`src/rtl/matrix_command_sequencer.sv`:
```
// Matrix command sequencer. It reads one header word and NUM_OPS operand
// address words from a command buffer, then hands the operand addresses to a
// loader one at a time and waits for the loader to finish.
// Optional build macro: CMD_TIMEOUT_EN adds a watchdog that aborts a loader
// that stays silent for TIMEOUT_CYC cycles.
module matrix_command_sequencer #(
    parameter int DATA_W      = 32,
    parameter int ADDR_W      = 15,
    parameter int NUM_OPS     = 3,
    parameter int OPC_W       = 4,
    parameter int MAX_OPC     = 3,
    parameter int TIMEOUT_CYC = 1024
) (
    input  logic              clock,
    input  logic              reset,
    input  logic [DATA_W-1:0] cmd_data,
    input  logic              cmd_valid,
    output logic              cmd_ready,
    output logic              ld_enable,
    output logic [OPC_W-1:0]  ld_opcode,
    output logic [ADDR_W-1:0] ld_start_addr,
    input  logic              ld_next_req,
    output logic              ld_next_ack,
    input  logic              ld_done,
    output logic              busy,
    output logic              done,
    output logic              err,
    output logic [1:0]        err_code
);
    localparam int IDX_W = (NUM_OPS > 1) ? $clog2(NUM_OPS) : 1;
    localparam logic [IDX_W-1:0] LAST_IDX = IDX_W'(NUM_OPS - 1);

    typedef enum logic [2:0] {
        IDLE,
        LOAD,
        DRAIN,
        ISSUE,
        WAIT_DONE
    } state_t;

    state_t                         state;
    logic [IDX_W-1:0]               idx;
    logic [NUM_OPS-1:0][ADDR_W-1:0] addr_mem;

    logic              accept;
    logic [OPC_W-1:0]  hdr_opc;
    logic [ADDR_W-1:0] word_addr;
    logic              tmo_hit;

    assign accept    = cmd_valid && cmd_ready;
    assign hdr_opc   = cmd_data[OPC_W-1:0];
    assign word_addr = cmd_data[ADDR_W-1:0];

    // Upper command bits carry no meaning for this block.
    logic unused_cmd_bits;
    assign unused_cmd_bits = ^cmd_data;

`ifdef CMD_TIMEOUT_EN
    localparam int TMO_W = $clog2(TIMEOUT_CYC + 1);
    logic [TMO_W-1:0] tmo_cnt;
    logic             in_run;

    assign in_run  = (state == ISSUE) || (state == WAIT_DONE);
    assign tmo_hit = in_run && (tmo_cnt == TMO_W'(TIMEOUT_CYC - 1));

    // Watchdog: counts silent cycles while the loader owns the command.
    always_ff @(posedge clock) begin
        if (reset || !in_run || ld_next_req || ld_done) tmo_cnt <= '0;
        else                                            tmo_cnt <= tmo_cnt + 1'b1;
    end
`else
    logic unused_tmo_cfg;
    assign unused_tmo_cfg = (TIMEOUT_CYC > 0);
    assign tmo_hit        = 1'b0;
`endif

    // Operand storage, written only while collecting a legal command.
    always_ff @(posedge clock) begin
        if (state == LOAD && accept) addr_mem[idx] <= word_addr;
    end

    // Main sequencer FSM with registered outputs.
    always_ff @(posedge clock) begin
        if (reset) begin
            state         <= IDLE;
            idx           <= '0;
            cmd_ready     <= 1'b1;
            ld_enable     <= 1'b0;
            ld_opcode     <= '0;
            ld_start_addr <= '0;
            ld_next_ack   <= 1'b0;
            busy          <= 1'b0;
            done          <= 1'b0;
            err           <= 1'b0;
            err_code      <= 2'b00;
        end else begin
            ld_next_ack <= 1'b0;
            done        <= 1'b0;
            case (state)
                IDLE: begin
                    if (accept) begin
                        idx <= '0;
                        if (hdr_opc == '0) begin
                            done <= 1'b1;
                        end else if (hdr_opc <= OPC_W'(MAX_OPC)) begin
                            ld_opcode <= hdr_opc;
                            err       <= 1'b0;
                            err_code  <= 2'b00;
                            state     <= LOAD;
                            busy      <= 1'b1;
                        end else begin
                            err      <= 1'b1;
                            err_code <= 2'b01;
                            state    <= DRAIN;
                            busy     <= 1'b1;
                        end
                    end
                end
                LOAD: begin
                    if (accept) begin
                        if (idx == LAST_IDX) begin
                            // addr_mem[0] was written on an earlier accept.
                            idx           <= '0;
                            state         <= ISSUE;
                            cmd_ready     <= 1'b0;
                            ld_enable     <= 1'b1;
                            ld_start_addr <= addr_mem[0];
                        end else begin
                            idx <= idx + 1'b1;
                        end
                    end
                end
                DRAIN: begin
                    if (accept) begin
                        if (idx == LAST_IDX) begin
                            idx   <= '0;
                            state <= IDLE;
                            busy  <= 1'b0;
                        end else begin
                            idx <= idx + 1'b1;
                        end
                    end
                end
                ISSUE: begin
                    if (ld_done) begin
                        // Loader finished before consuming every operand.
                        state     <= IDLE;
                        busy      <= 1'b0;
                        cmd_ready <= 1'b1;
                        ld_enable <= 1'b0;
                        done      <= 1'b1;
                        err       <= 1'b1;
                        err_code  <= 2'b10;
                        idx       <= '0;
                    end else if (ld_next_req) begin
                        ld_start_addr <= addr_mem[idx + 1'b1];
                        ld_next_ack   <= 1'b1;
                        idx           <= idx + 1'b1;
                        if (idx + 1'b1 == LAST_IDX) state <= WAIT_DONE;
                    end else if (tmo_hit) begin
                        state     <= IDLE;
                        busy      <= 1'b0;
                        cmd_ready <= 1'b1;
                        ld_enable <= 1'b0;
                        done      <= 1'b1;
                        err       <= 1'b1;
                        err_code  <= 2'b11;
                        idx       <= '0;
                    end
                end
                WAIT_DONE: begin
                    if (ld_done || tmo_hit) begin
                        state     <= IDLE;
                        busy      <= 1'b0;
                        cmd_ready <= 1'b1;
                        ld_enable <= 1'b0;
                        done      <= 1'b1;
                        idx       <= '0;
                        if (!ld_done) begin
                            err      <= 1'b1;
                            err_code <= 2'b11;
                        end
                    end
                end
                default: begin
                    state     <= IDLE;
                    busy      <= 1'b0;
                    cmd_ready <= 1'b1;
                    ld_enable <= 1'b0;
                end
            endcase
        end
    end
endmodule

```
`config.mk`:
```
export PLATFORM = sky130hd
export DESIGN_NAME = matrix_command_sequencer
export DESIGN_NICKNAME = d
export VERILOG_FILES = /design/src/rtl/matrix_command_sequencer.sv
export SDC_FILE = /design/constraint.sdc
export NUM_CORES = 1
export LEC_CHECK = 0
export ABC_AREA = 0
export CAP_MARGIN = 15
export CORE_MARGIN = 2
export CORE_UTILIZATION = 45
export CTS_CLUSTER_SIZE = 8
export DETAILED_ROUTE_END_ITERATION = 10
export HOLD_SLACK_MARGIN = 0.08
export PLACE_DENSITY = 0.84
export SYNTH_ARGS = -nofsm -noshare
export SYNTH_HDL_FRONTEND = slang
export SYNTH_SLANG_ARGS = --single-unit
```
`constraint.sdc`:
```
create_clock -name clock -period 2.8 [get_ports clock]
set_clock_uncertainty 0.05 [all_clocks]
set_input_delay 0.42 -clock clock [delete_from_list [all_inputs] [get_ports clock]]
set_output_delay 0.42 -clock clock [all_outputs]
set_load 0.1 [all_outputs]
```
==> results.ini, run 1 <==
[critical_path]
critPathArrivalTime_ps = 2290
crit_required_ps = 2990
critPathLaunchType = flip-flop
path_cells = inv_1 -> nor2_1 -> a211o_1 -> nor2_2 -> mux2_4
path_class = flip-flop to flip-flop
crit_path_max_fanout = 19
slowest_delay_ps = 840
end_kind = flip-flop
crit_path_top_delay_cell = dfxtp_1

[synth]
synth_fp_nets = 313
syn-cell-area_um2 = 3240
postSynthAreaPerCell_um2 = 11.9
async_flop_share_pct = 0
synth.area.top_cells = edfxtp_1 (42%), dfxtp_1 (20%), nand2_1 (4.5%), a22oi_1 (3.7%), o211ai_1 (3.7%)
synth_top_family_by_area = compound AO/OA/AOI/OAI gates
synth_compound_area_share_pct = 16.9
yosysWarnings = 0
synth_top_cell_by_area = edfxtp_1
synth-xor-area-share_pct = 0.270
synth_top_area_share_pct = 41.7
ys_seq_area_share_pct = 61.5
ys_seq_elements = 77
synth-edff-count = 45
yosys.area_share.simple_pct = 12.9
synthAdderAreaFrac_pct = 1.54
syn_inst = 272
synthFlopType = edfxtp_1
synth_mux_area_share_pct = 2.78
synth_cell_types = 51

[floorplanning]
die_h_um = 88.9
fp-row-count = 30
start_util_pct = 47.2
pin_count = 64
die_w_um = 88.9
core-area_um2 = 6870
die_area_um2 = 7900

[layout]
syn2layout_area_growth_pct = 21.0
stdcell_area_um2 = 3920
fillers = 560
fin_nets = 359
n_antenna_cell = 0
layout-drive-gt1-share_pct = 21.1
utilization_pct = 57.1

[power]
pwr-share-seq_pct = 48.1
netSwitchingPower_mw = 0.847
switching_share_pct = 31.6
irDropWorstVdd_mv = 0.390
clkPwrFrac_pct = 31.9
power_frac_comb_pct = 20.0
powerDensity_nw_per_um2 = 682
power_mw = 2.68
leakagePower_nw = 1.39
p_int_mw = 1.83

[timing]
max_slew_margin_pct = 47.7
setup_viol = 0
fin_crit_ps = 2100
grt_setup_unrepaired = no
setup_tns_ps = 0
fin_crit_sh_pct = 75.0
hold_viol = 0
worstMarginPinSlew_ps = 784
max_freq_mhz = 476
drv_slew = 0

[min_path]
hp-class = flip-flop to flip-flop

[cts]
clkSinkCount = 77
post_cts_buffers = 0
hold_buffers = 0
clock_latency_ps = 350
cts.path.max_buffers = 2
numCtsBuffers = 9
htreeDepth = 3
root_buffer = clkbuf_8
cts_tree = yes
cts_resized = 0
path_clk_slew_ps = 80

[routing]
drt-total-wl_mm = 6.26
firstDrtPassIters = 4
drc = 0
drt-initial-drc-count = 170
routedWlPerCell_um = 14.9
ant_nets = 0
vias_per_cell = 5.32
dr_total_vias = 2229

[placed_design]
dp_hpwl_mm = 4.22
placed_area_um2 = 3720
port_buffers = 46
place_congestion = 0.841

[global_route]
grt_pass1_wl_mm = 9.98
grt_pass1_vias = 2104
antenna_found_initial = 0
grt.overflow.total = 0
grt_max_degree = 35
grt_usage_pct = 16.8

[flow_run]
maxCapViolations = 0

[run_status]
outcome = completed

cell usage after synthesis, drive strengths merged (2+ instances only):
cell and instances:
a22oi 16, inv 9, nand3 2, or2 2
or4 2, o22ai 2, nor3 4, nor2 15
mux2i 6, buf 11, ha 4, a21o 2
mux2 2, nand2 40, clkbuf 7, a211o 2
o21ai 7, nor2b 2, a21oi 20, nand2b 3
nor4 3, a211oi 2, nor3b 2, o211ai 16
edfxtp 45, dfxtp 32
state kept, by name, summed over array words and instances, names as in the netlist:
signal	count
addr_mem	45
busy	1
cmd_ready	1
done	1
err	1
err_code	2
idx	2
ld_enable	1
ld_next_ack	1
ld_opcode	4
ld_start_addr	15
state	3
path summary, 6_finish.rpt:
kind,startpoint,end,slack (ps),cells after the start
min,ld_start_addr[11],ld_start_addr[11],420,2
max,state[1],state[0],700,5
max reg2reg,state[1],state[0],700,5
min reg2reg,ld_start_addr[11],ld_start_addr[11],420,2
routing by layer:
layer,track usage (%),part of all wire (%),vias to the layer above
li1,-,-,1101
met1,20.4,41,1057
met2,27.6,51,60
met3,4.48,5.8,11
met4,8.68,2.0,0
met5,0,0,-
cells by family after synthesis:
logic type,after synthesis
fa+ha+maj,4
mux,8
simple gates,82
xor+xnor,1
buf+inv,27
compound gates,73
flops,77
power by group through the flow:
stage	clock network [mW]	logic, mW	registers [mW]
3_5_place_dp	0	0.537	1.31
2_1_floorplan	0	0.270	1.46
4_1_cts	0.873	0.538	1.29
5_1_grt	0.915	0.574	1.29
3_3_place_gp	0	0.529	1.31
6_report	0.854	0.536	1.29
per-stage QoR:
stage	setup WS, ps	hold slack, ps	cells
floorplan	8.02	437	272
global placement	534	393	403
detailed placement	483	405	403
CTS	749	417	419
global route	609	433	419
finish	699	416	419
final cells by class:
class | instances | area, um^2 | share of cell area, %
Clock inverter | 7 | 81.3 | 2.07
Sequential cell | 77 | 1990 | 50.8
Inverter | 9 | 33.8 | 0.862
Tap cell | 96 | 120 | 3.06
Clock buffer | 9 | 124 | 3.16
Timing Repair Buffer | 53 | 445 | 11.4
Multi-Input combinational cell | 168 | 1120 | 28.7
worst max-delay path, delay by kind of cell, from the launching register on:
family / cells / cell delay [ps]
muxes: 1 / 290
buffers and inverters: 1 / 210
AOI/OAI and AO/OA: 1 / 210
DFF: 1 / 840
and+or+nand+nor: 2 / 400
cell usage in the layout (no fill, tap or decap), types with 2 or more instances in the layout:
cell | netlist | layout
edfxtp_1 | 45 | 45
nand2_1 | 39 | 39
buf_4 | 0 | 34
dfxtp_1 | 32 | 32
clkdlybuf4s50_1 | 0 | 19
a21oi_1 | 17 | 16
a22oi_1 | 16 | 16
o211ai_1 | 16 | 16
nor2_1 | 14 | 14
inv_1 | 9 | 9
clkbuf_8 | 0 | 9
mux2i_1 | 6 | 6
o21ai_0 | 6 | 6
nor3_1 | 4 | 4
a21oi_2 | 3 | 4
ha_1 | 4 | 4
nand3_1 | 2 | 2
or4_1 | 2 | 2
nor2b_1 | 2 | 2
mux2_4 | 2 | 2
nor3b_1 | 2 | 2
nand2b_1 | 2 | 2
a21o_1 | 2 | 2
clkinv_4 | 0 | 2
inv_6 | 0 | 2
No activity file was read; power rests on OpenSTA's default activity.
==> run 2, diff against run 1 <==
==> constraint.sdc (replaced) <==
create_clock -name clock -period 1.75 [get_ports clock]
set_clock_uncertainty 0.05 [all_clocks]
set_input_delay 0.2625 -clock clock [delete_from_list [all_inputs] [get_ports clock]]
set_output_delay 0.2625 -clock clock [all_outputs]
set_load 0.1 [all_outputs]
==> run 2 against run 1 <==
Net effect: register-to-register slack worse by 660 ps; flip-flop and latch count unchanged; routed wire length up 17%; hold slack better by 25 ps; design area up 17%; core utilization up 10 points; clock-buffer cell count unchanged; sequential share of layout area down 7.4 points; critical path type unchanged; critical endpoint is now ld_start_addr[14].
==> results.ini, run 2 (synthesis results as in run 1) <==
[timing]
max_slew_margin_pct = 75.8  ; was 47.7%
postLayoutSetupSlackWorst_ps = 40.9  ; was 699 ps
worstMarginPinSlew_ps = 361  ; was 784 ps
hold_viol = 0  ; unchanged
fin_crit_ps = 1710  ; was 2100 ps
fin_crit_sh_pct = 97.7  ; was 75.0%
max_freq_mhz = 585  ; was 476 MHz
setup_viol = 0  ; unchanged
grt_setup_unrepaired = yes  ; was no
hold_ws_ps = 441  ; was 416 ps
drv_slew = 0  ; unchanged

[placed_design]
place_congestion = 0.923  ; was 0.841
dp_hpwl_mm = 5.08  ; was 4.22 mm
port_buffers = 46  ; unchanged
place_ws_ps = -291  ; was 483 ps

[routing]
drt-met1-wl_mm = 3.11  ; was 2.59 mm
drt-initial-drc-count = 185  ; was 170
highest_layer = met4  ; unchanged
drc = 0  ; unchanged
routedWlPerCell_um = 16.3  ; was 14.9 um
vias_per_cell = 5.37  ; was 5.32
firstDrtPassIters = 4  ; unchanged
dr_total_vias = 2412  ; was 2229
wl_met3_um = 401  ; was 364 um
ant_nets = 0  ; unchanged
route.met2.wl_mm = 3.77  ; was 3.17 mm
drt-total-wl_mm = 7.34  ; was 6.26 mm

[power]
power_frac_comb_pct = 26.5  ; was 20.0%
switching_share_pct = 32.2  ; was 31.6%
leakagePower_nw = 1.62  ; was 1.39 nW
irDropWorstVdd_mv = 0.842  ; was 0.390 mV
pwr-share-seq_pct = 47.0  ; was 48.1%
p_int_mw = 2.96  ; was 1.83 mW
clkPwrFrac_pct = 26.5  ; was 31.9%
powerDensity_nw_per_um2 = 947  ; was 682 nW/um^2
netSwitchingPower_mw = 1.40  ; was 0.847 mW
power_mw = 4.36  ; was 2.68 mW

[layout]
layout-drive-gt1-share_pct = 32.6  ; was 21.1%
syn2layout_area_growth_pct = 42.2  ; was 21.0%
n_antenna_cell = 0  ; unchanged
reg_top3 = addr_mem (45), ld_start_addr (15), ld_opcode (4)  ; unchanged
regMostFlops = addr_mem  ; unchanged
fin_nets = 390  ; was 359
layout_commonest_cell = edfxtp_1  ; unchanged
final_cell_mix = edfxtp_1 (45), nand2_1 (39), buf_4 (32), buf_12 (32), dfxtp_1 (27)  ; was edfxtp_1 (45), nand2_1 (39), buf_4 (34), dfxtp_1 (32), clkdlybuf4s50_1 (19)
largest_register_ffs = 45  ; unchanged

[critical_path]
timing.critical_path.buf_inv = 1  ; unchanged
crit_path_max_fanout = 15  ; was 19
critPathArrivalTime_ps = 1930  ; was 2290 ps
crit_required_ps = 1970  ; was 2990 ps
end_kind = flip-flop  ; unchanged
crit_path_top_delay_cell = dfxtp_1  ; unchanged
path_cells = nand2b_4 -> a311oi_4 -> a211oi_2 -> buf_4 -> o211ai_1 -> a21oi_1  ; was inv_1 -> nor2_1 -> a211o_1 -> nor2_2 -> mux2_4
path_class = flip-flop to flip-flop  ; unchanged
slowest_delay_ps = 430  ; was 840 ps
critPathTopFamily = compound AO/OA/AOI/OAI gates  ; was flip-flops
critPathLaunchType = flip-flop  ; unchanged

[cts]
clkSinkCount = 77  ; unchanged
htreeDepth = 3  ; unchanged
cts_tree = yes  ; unchanged
numCtsBuffers = 9  ; unchanged
root_buffer = clkbuf_8  ; unchanged
path_clk_slew_ps = 80  ; about the same
hold_buffers = 0  ; unchanged
clock_latency_ps = 350  ; about the same
cts.path.max_buffers = 2  ; unchanged

[floorplanning]
die_h_um = 88.9  ; unchanged
die_area_um2 = 7900  ; unchanged
core-area_um2 = 6870  ; unchanged
fp-row-count = 30  ; unchanged
pin_count = 64  ; unchanged
start_util_pct = 47.2  ; unchanged
die_w_um = 88.9  ; unchanged

[global_route]
grt_usage_pct = 19.8  ; was 16.8%
grt_max_degree = 31  ; was 35
antenna_found_initial = 0  ; unchanged
grt_pass1_wl_mm = 11.6  ; was 9.98 mm
grt_pass1_vias = 2361  ; was 2104
grt.overflow.total = 0  ; unchanged

[flow_run]
maxCapViolations = 0  ; unchanged

[min_path]
hp-class = flip-flop to flip-flop  ; unchanged

[run_status]
outcome = completed  ; unchanged

[run 2: area by class of cell]
cell class | instances | area, um^2
clock buffers | 9 | 124
multi-input cells | 168 | 1190
well taps | 96 | 120
flip-flops and latches | 77 | 2000
fillers | 483 | 2260
clock inverters | 6 | 40.0
inverters | 9 | 40.0
repair buffers | 84 | 1100
[run 2: what timing repair did]
action                                  4_1_cts  5_1_grt
cloned                                        0        1
buffers inserted                              0        1
endpoints found under the hold margin         0        0
endpoints found under the setup margin        1       32
gates resized for setup                       1        9
pin swaps                                     0        5
[run 2: per-stage QoR]
step           TNS, ps  std cells  utilization (%)  instance area [um^2]
2_1_floorplan    -1800        272                -                  3310
3_3_place_gp     -9820        432             63.8                  4380
3_5_place_dp    -15230        432             63.8                  4380
4_1_cts              0        447             66.2                  4550
5_1_grt          -49.7        449             67.1                  4610
6_report             0        449             67.1                  4610
[run 2: power groups by stage]
stage / registers, mW / logic [mW] / clock network (mW)
floorplan: 2.34 / 0.463 / 0
global placement: 2.09 / 1.11 / 0
detailed placement: 2.09 / 1.14 / 0
CTS: 2.05 / 1.14 / 1.18
global route: 2.06 / 1.23 / 1.26
finish: 2.05 / 1.16 / 1.16
[run 2: per-layer routing]
layer | vias to the layer above | track usage, %
li1 | 1164 | -
met1 | 1177 | 26.2
met2 | 67 | 32.4
met3 | 4 | 4.29
met4 | 0 | 6.34
met5 | - | 0
[run 2: worst paths after layout]
check,startpoint,end,slack (ps),depth (start not counted)
worst max-delay path,state[2],ld_start_addr[14],40,6
worst min-delay path,ld_start_addr[6],ld_start_addr[6],440,2
worst max register to register,state[2],ld_start_addr[14],40,6
worst min register to register,ld_start_addr[6],ld_start_addr[6],440,2
[run 2: tightest hold or removal path: cells and delay by family, from the launching register on]
family / cells / cell delay (ps)
AOI/OAI and AO/OA: 1 / 50
DFF: 1 / 340
and+or+nand+nor: 1 / 60
